<file path="src/rtl/serial_shift_pkg.sv">
// Shared types and constants for the serial shift initiator.
package serial_shift_pkg;

  typedef enum logic [2:0] {
    ST_IDLE,
    ST_SETUP,
    ST_LOW,
    ST_HIGH,
    ST_HOLD
  } state_e;

  localparam logic CE_IDLE   = 1'b1;
  localparam logic SCLK_IDLE = 1'b1;
  localparam int unsigned HALF_DIV_MIN = 3;

endpackage

</file>
<file path="src/rtl/sclk_tick_gen.sv">
// Half-period timer: phase_end_o marks the last system clock of each HALF_DIV-long phase.
import serial_shift_pkg::*;

module sclk_tick_gen #(
  parameter int HALF_DIV = 5
) (
  input  logic clk_i,
  input  logic reset_i,
  input  logic restart_i,
  output logic phase_end_o
);

  // Divisors below the minimum are clamped so the phase timing stays well defined.
  localparam int HD = (HALF_DIV < int'(HALF_DIV_MIN)) ? int'(HALF_DIV_MIN) : HALF_DIV;
  localparam int CW = $clog2(HD);
  localparam logic [CW-1:0] LAST = CW'(HD - 1);

  logic [CW-1:0] cnt_q, cnt_d;

  always_comb begin
    cnt_d = cnt_q + CW'(1);
    if (restart_i || (cnt_q == LAST)) cnt_d = '0;
  end

  always_ff @(posedge clk_i) begin
    if (reset_i) cnt_q <= '0;
    else         cnt_q <= cnt_d;
  end

  assign phase_end_o = (cnt_q == LAST);

endmodule

</file>
<file path="src/rtl/serial_shift_master.sv">
// Serial shift initiator: drives ce/sclk/sdo, shifts tx LSB first and captures sdi into rx.
import serial_shift_pkg::*;

module serial_shift_master #(
  parameter int WIDTH    = 7,
  parameter int HALF_DIV = 5
) (
  input  logic             clk_i,
  input  logic             reset_i,
  input  logic             start_i,
  input  logic [WIDTH-1:0] tx_data_i,
  output logic             busy_o,
  output logic             done_o,
  output logic [WIDTH-1:0] rx_data_o,
  output logic             ce_o,
  output logic             sclk_o,
  output logic             sdo_o,
  input  logic             sdi_i
);

  localparam int BW = $clog2(WIDTH + 1);
  localparam logic [BW-1:0] LAST_BIT = BW'(WIDTH - 1);

  state_e           state_q, state_d;
  logic [WIDTH-1:0] tx_q, tx_d, rx_q, rx_d, rx_data_q, rx_data_d;
  logic [BW-1:0]    bit_q, bit_d;
  logic             sync1_q, sync2_q;
  logic             ce_q, ce_d, sclk_q, sclk_d, sdo_q, sdo_d;
  logic             busy_q, busy_d, done_q, done_d;
  logic             phase_end;

  sclk_tick_gen #(.HALF_DIV(HALF_DIV)) u_tick (
    .clk_i      (clk_i),
    .reset_i    (reset_i),
    .restart_i  (state_q == ST_IDLE),
    .phase_end_o(phase_end)
  );

  always_comb begin
    state_d   = state_q;
    tx_d      = tx_q;
    rx_d      = rx_q;
    bit_d     = bit_q;
    rx_data_d = rx_data_q;
    done_d    = 1'b0;
    unique case (state_q)
      ST_IDLE: begin
        if (start_i) begin
          state_d = ST_SETUP;
          tx_d    = tx_data_i;
          rx_d    = '0;
          bit_d   = '0;
        end
      end
      ST_SETUP: if (phase_end) state_d = ST_LOW;
      ST_LOW:   if (phase_end) state_d = ST_HIGH;
      ST_HIGH: begin
        if (phase_end) begin
          rx_d            = rx_q >> 1;
          rx_d[WIDTH-1]   = sync2_q;
          tx_d            = tx_q >> 1;
          bit_d           = bit_q + BW'(1);
          state_d         = (bit_q == LAST_BIT) ? ST_HOLD : ST_LOW;
        end
      end
      ST_HOLD: begin
        if (phase_end) begin
          state_d   = ST_IDLE;
          rx_data_d = rx_q;
          done_d    = 1'b1;
        end
      end
      default: state_d = ST_IDLE;
    endcase

    // Pin levels follow the next state so every output comes straight from a flop.
    ce_d   = (state_d == ST_IDLE) ? CE_IDLE : ~CE_IDLE;
    sclk_d = (state_d == ST_LOW) ? ~SCLK_IDLE : SCLK_IDLE;
    busy_d = (state_d != ST_IDLE);
    sdo_d  = 1'b0;
    if (state_d == ST_LOW)       sdo_d = tx_d[0];
    else if (state_d == ST_HIGH) sdo_d = sdo_q;
  end

  always_ff @(posedge clk_i) begin
    if (reset_i) begin
      state_q   <= ST_IDLE;
      tx_q      <= '0;
      rx_q      <= '0;
      rx_data_q <= '0;
      bit_q     <= '0;
      sync1_q   <= 1'b0;
      sync2_q   <= 1'b0;
      ce_q      <= CE_IDLE;
      sclk_q    <= SCLK_IDLE;
      sdo_q     <= 1'b0;
      busy_q    <= 1'b0;
      done_q    <= 1'b0;
    end else begin
      state_q   <= state_d;
      tx_q      <= tx_d;
      rx_q      <= rx_d;
      rx_data_q <= rx_data_d;
      bit_q     <= bit_d;
      sync1_q   <= sdi_i;
      sync2_q   <= sync1_q;
      ce_q      <= ce_d;
      sclk_q    <= sclk_d;
      sdo_q     <= sdo_d;
      busy_q    <= busy_d;
      done_q    <= done_d;
    end
  end

  assign busy_o    = busy_q;
  assign done_o    = done_q;
  assign rx_data_o = rx_data_q;
  assign ce_o      = ce_q;
  assign sclk_o    = sclk_q;
  assign sdo_o     = sdo_q;

endmodule

</file>
<file path="config.mk">
export PLATFORM = sky130hd
export DESIGN_NAME = serial_shift_master
export DESIGN_NICKNAME = d
export VERILOG_FILES = /design/src/rtl/serial_shift_pkg.sv /design/src/rtl/sclk_tick_gen.sv /design/src/rtl/serial_shift_master.sv
export SDC_FILE = /design/constraint.sdc
export NUM_CORES = 1
export LEC_CHECK = 0
export BUFFER_PORTS_ARGS = -buffer_cell sky130_fd_sc_hd__buf_2
export CAP_MARGIN = 15
export CELL_PAD_IN_SITES_DETAIL_PLACEMENT = 2
export CELL_PAD_IN_SITES_GLOBAL_PLACEMENT = 2
export CORE_MARGIN = 5
export CORE_UTILIZATION = 36
export DETAILED_ROUTE_END_ITERATION = 12
export PLACE_DENSITY_LB_ADDON = 0.25
export SETUP_SLACK_MARGIN = 0.3
export SLEW_MARGIN = 20
export SYNTH_ARGS = -nofsm -noshare
export SYNTH_HDL_FRONTEND = slang
export SYNTH_HIERARCHICAL = 1
export SYNTH_SLANG_ARGS = --single-unit
</file>
<file path="constraint.sdc">
create_clock -name clk_i -period 3 [get_ports clk_i]
set_input_delay 0.6 -clock clk_i [delete_from_list [all_inputs] [get_ports clk_i]]
set_output_delay 0.6 -clock clk_i [all_outputs]
set_load 0.02 [all_outputs]
</file>
==> flow_summary.ini <==
[yosys]
netlist_area_um2 = 1520
syn_area_per_cell_um2 = 9.384
ys_async_sr_fraction_pct = 0
ys.flop_type = dfxtp_1
ys_ff_latch = 37
netlist_top_cells_area = dfxtp_1 49%, nand2_1 8.6%, a21oi_1 6.6%, buf_6 3.7%, ha_1 3.3%
synth_cells = 162
synth_edf_count = 0
yosysTopAreaCell = dfxtp_1
synth_top_area_share_pct = 48.72
ys_seq_area_share_pct = 48.72
synth_cell_types = 39
ys_warn_count = 6
synth_nets = 177

[cts]
cts_resized = 0
clock-sinks = 37
postCtsSetupBuffers = 0
cts-root-buf = clkbuf_8
clk_path_buf_depth = 2
ctsHtreeMaxLevel = 2
cts_tree = built
clkTransAtPathRegs_ps = 80
ctsHoldBuffers = 0
cts_buffers = 5
clock_latency_ps = 290

[routing]
ant_nets = 0
wl_per_cell_um = 15.43
drt-initial-drc-count = 73
via_per_inst = 5.182
dr.pass1.iters = 4
dr_total_vias = 1197
drcViolationCount = 0
wl_mm = 3.565

[setup_path]
cp_slowest_cell = nor4b_4
end_kind = register
reg2reg_depth = 4
cp.depth = 4
rrSetupSlack_ps = 1060
critPathKind = reg -> reg
crit_chain = nor4b_4 > or2_1 > nand2_1 > a21oi_1
start_kind = register
cp.required_ps = 3220
rr_startpoint = state_q[2]
worst-path-buf-inv = 0
cp.arrival_ps = 2160
cp_max_fo = 12
cpPeakStageDelay_ps = 770
crit_path_start = state_q[2]
critPathTopFamily = simple AND/OR/NAND/NOR gates

[floorplanning]
core_area_um2 = 4058
row_count = 23
io_pins = 23
fp.dieW_um = 74.99
start_util_pct = 37.47
dieArea_um2 = 5623
die_h_um = 74.99

[timing]
period_needed_ps = 1942
finalCritPeriodShare_pct = 64.74
max_freq_mhz = 514.9
finClkSkew_ps = 6.163
rsz0062_at_grt = false
slew_violations = 0
finalHoldViolations = 0
tightest_slew_ps = 773.6
timing.setup.tns_ps = 0
max_slew_margin_pct = 48.21
setup_violations = 0
worst_slack_ps = 1058

[cells_and_area]
antenna_cells_inserted = 0
num-nets-final = 195
final_area_um2 = 1704
drive_gt1_share_pct = 23.20
fillers = 445
regArea_um2 = 740.7
syn_to_final_growth_pct = 12.10
multi_input_area_um2 = 674.4
fin_cells = 231

[grt]
top_usage_layer = met2
grt.met2_usage_pct = 25.53
track_usage_pct = 14.89
use_met1_pct = 16.99
grt_pass1_vias = 1304
met3_usage_pct = 5.340
grt_pass1_wl_mm = 6.203
antenna_found_initial = 0
grt_start_max_net_pins = 26
grt_remaining_overflow = 0

[power]
p_per_area_nw_per_um2 = 564.0
power_mw = 0.9611
leakagePower_nw = 0.6562
peakVddDrop_mv = 0.2267

[status]
status = finished clean

[place]
dp.cells = 223
hpwl_mm = 2.512
dp_slack_ps = 860.9
dpl_cell_area_um2 = 1603
gp_congestion = 0.7475
io_buffer_count = 22

[worst_hold_path]
whs_path_depth = 2
worstHoldPathType = reg -> reg
worstHoldStart = rx_q[0]

[flow_run]
cap_violations = 0
==> cell type report <==
class / instances / area share (%)
sequential: 37 / 43.47
multi-input combinational: 110 / 39.57
inverter: 4 / 0.8811
timing repair buffer: 22 / 6.461
clock inverter: 1 / 0.2937
clock buffer: 7 / 5.653
tap: 50 / 3.671
==> synthesized netlist by cell type (2+ instances only) <==
master / n
inv_1: 4
ha_1: 4
a22oi_1: 6
nor4_1: 2
nand2_1: 35
nor3_1: 2
dfxtp_1: 37
o21ai_1: 2
a211oi_2: 2
nand3_1: 2
nor2_1: 10
buf_4: 3
o31a_1: 2
buf_6: 5
clkbuf_1: 2
a21oi_1: 20
nor2b_1: 2
==> path summary, 6_finish.rpt <==
path / end
setup reg to reg: rx_q[0]
setup / recovery: rx_q[0]
hold / removal: rx_data_o[0]
hold reg to reg: rx_data_o[0]
==> registers in the layout, indices dropped and copies added, names as in the netlist <==
signal / cells
tx_q: 7
sdo_o: 1
bit_q: 3
u_tick/cnt_q: 3
sclk_o: 1
sync2_q: 1
busy_o: 1
state_q: 3
rx_q: 7
ce_o: 1
rx_data_o: 7
done_o: 1
sync1_q: 1
==> layout by cell type, fill, tap and decap left out, types with 4 or more instances in the layout <==
| master | synthesis | final |
|---|---|---|
| buf_2 | 0 | 22 |
| dfxtp_1 | 37 | 37 |
| inv_1 | 4 | 4 |
| nor2_1 | 10 | 10 |
| ha_1 | 4 | 4 |
| a21oi_1 | 20 | 20 |
| clkbuf_8 | 0 | 7 |
| a22oi_1 | 6 | 6 |
| nand2_1 | 35 | 35 |
==> cells by family (layout without fill, tap and decap cells) <==
kind of cell               Yosys count  count (layout)  share of synthesized area [%]
buffers and inverters               15              34                          6.913
adders and majority gates            4               4                          3.292
xor gates and xnor gates             2               2                          1.152
DFF                                 37              37                          48.72
and+or+nand+nor                     66              66                          22.31
AOI/OAI and AO/OA                   36              36                          16.21
muxes                                2               2                          1.399
==> per-layer routing <==
metal  vias up  wire length [µm]
li1        581                 -
met1       594              1505
met2        17              1859
met3         5               154
met4         0                45
met5         -                 0
==> worst min-delay path, stage by stage, from the launching register on <==
cell,delay [ps]
dfxtp_1,310
nand2_1,50
a21oi_1,50
==> metrics by stage <==
stage               hold slack, ps  utilization [%]
floorplan                    413.8                -
finish                       448.3            42.00
detailed placement           438.4            39.50
global route                 467.3            42.00
global placement             422.3            39.50
CTS                          452.1            42.00
==> power breakdown <==
part	switching (mW)	total (mW)	leakage [nW]	internal, mW
Combinational	0.0388	0.0622	0.301	0.0234
Clock	0.179	0.386	0.0542	0.208
Sequential	0.00893	0.513	0.301	0.504
(Power assumes the default switching activity.)
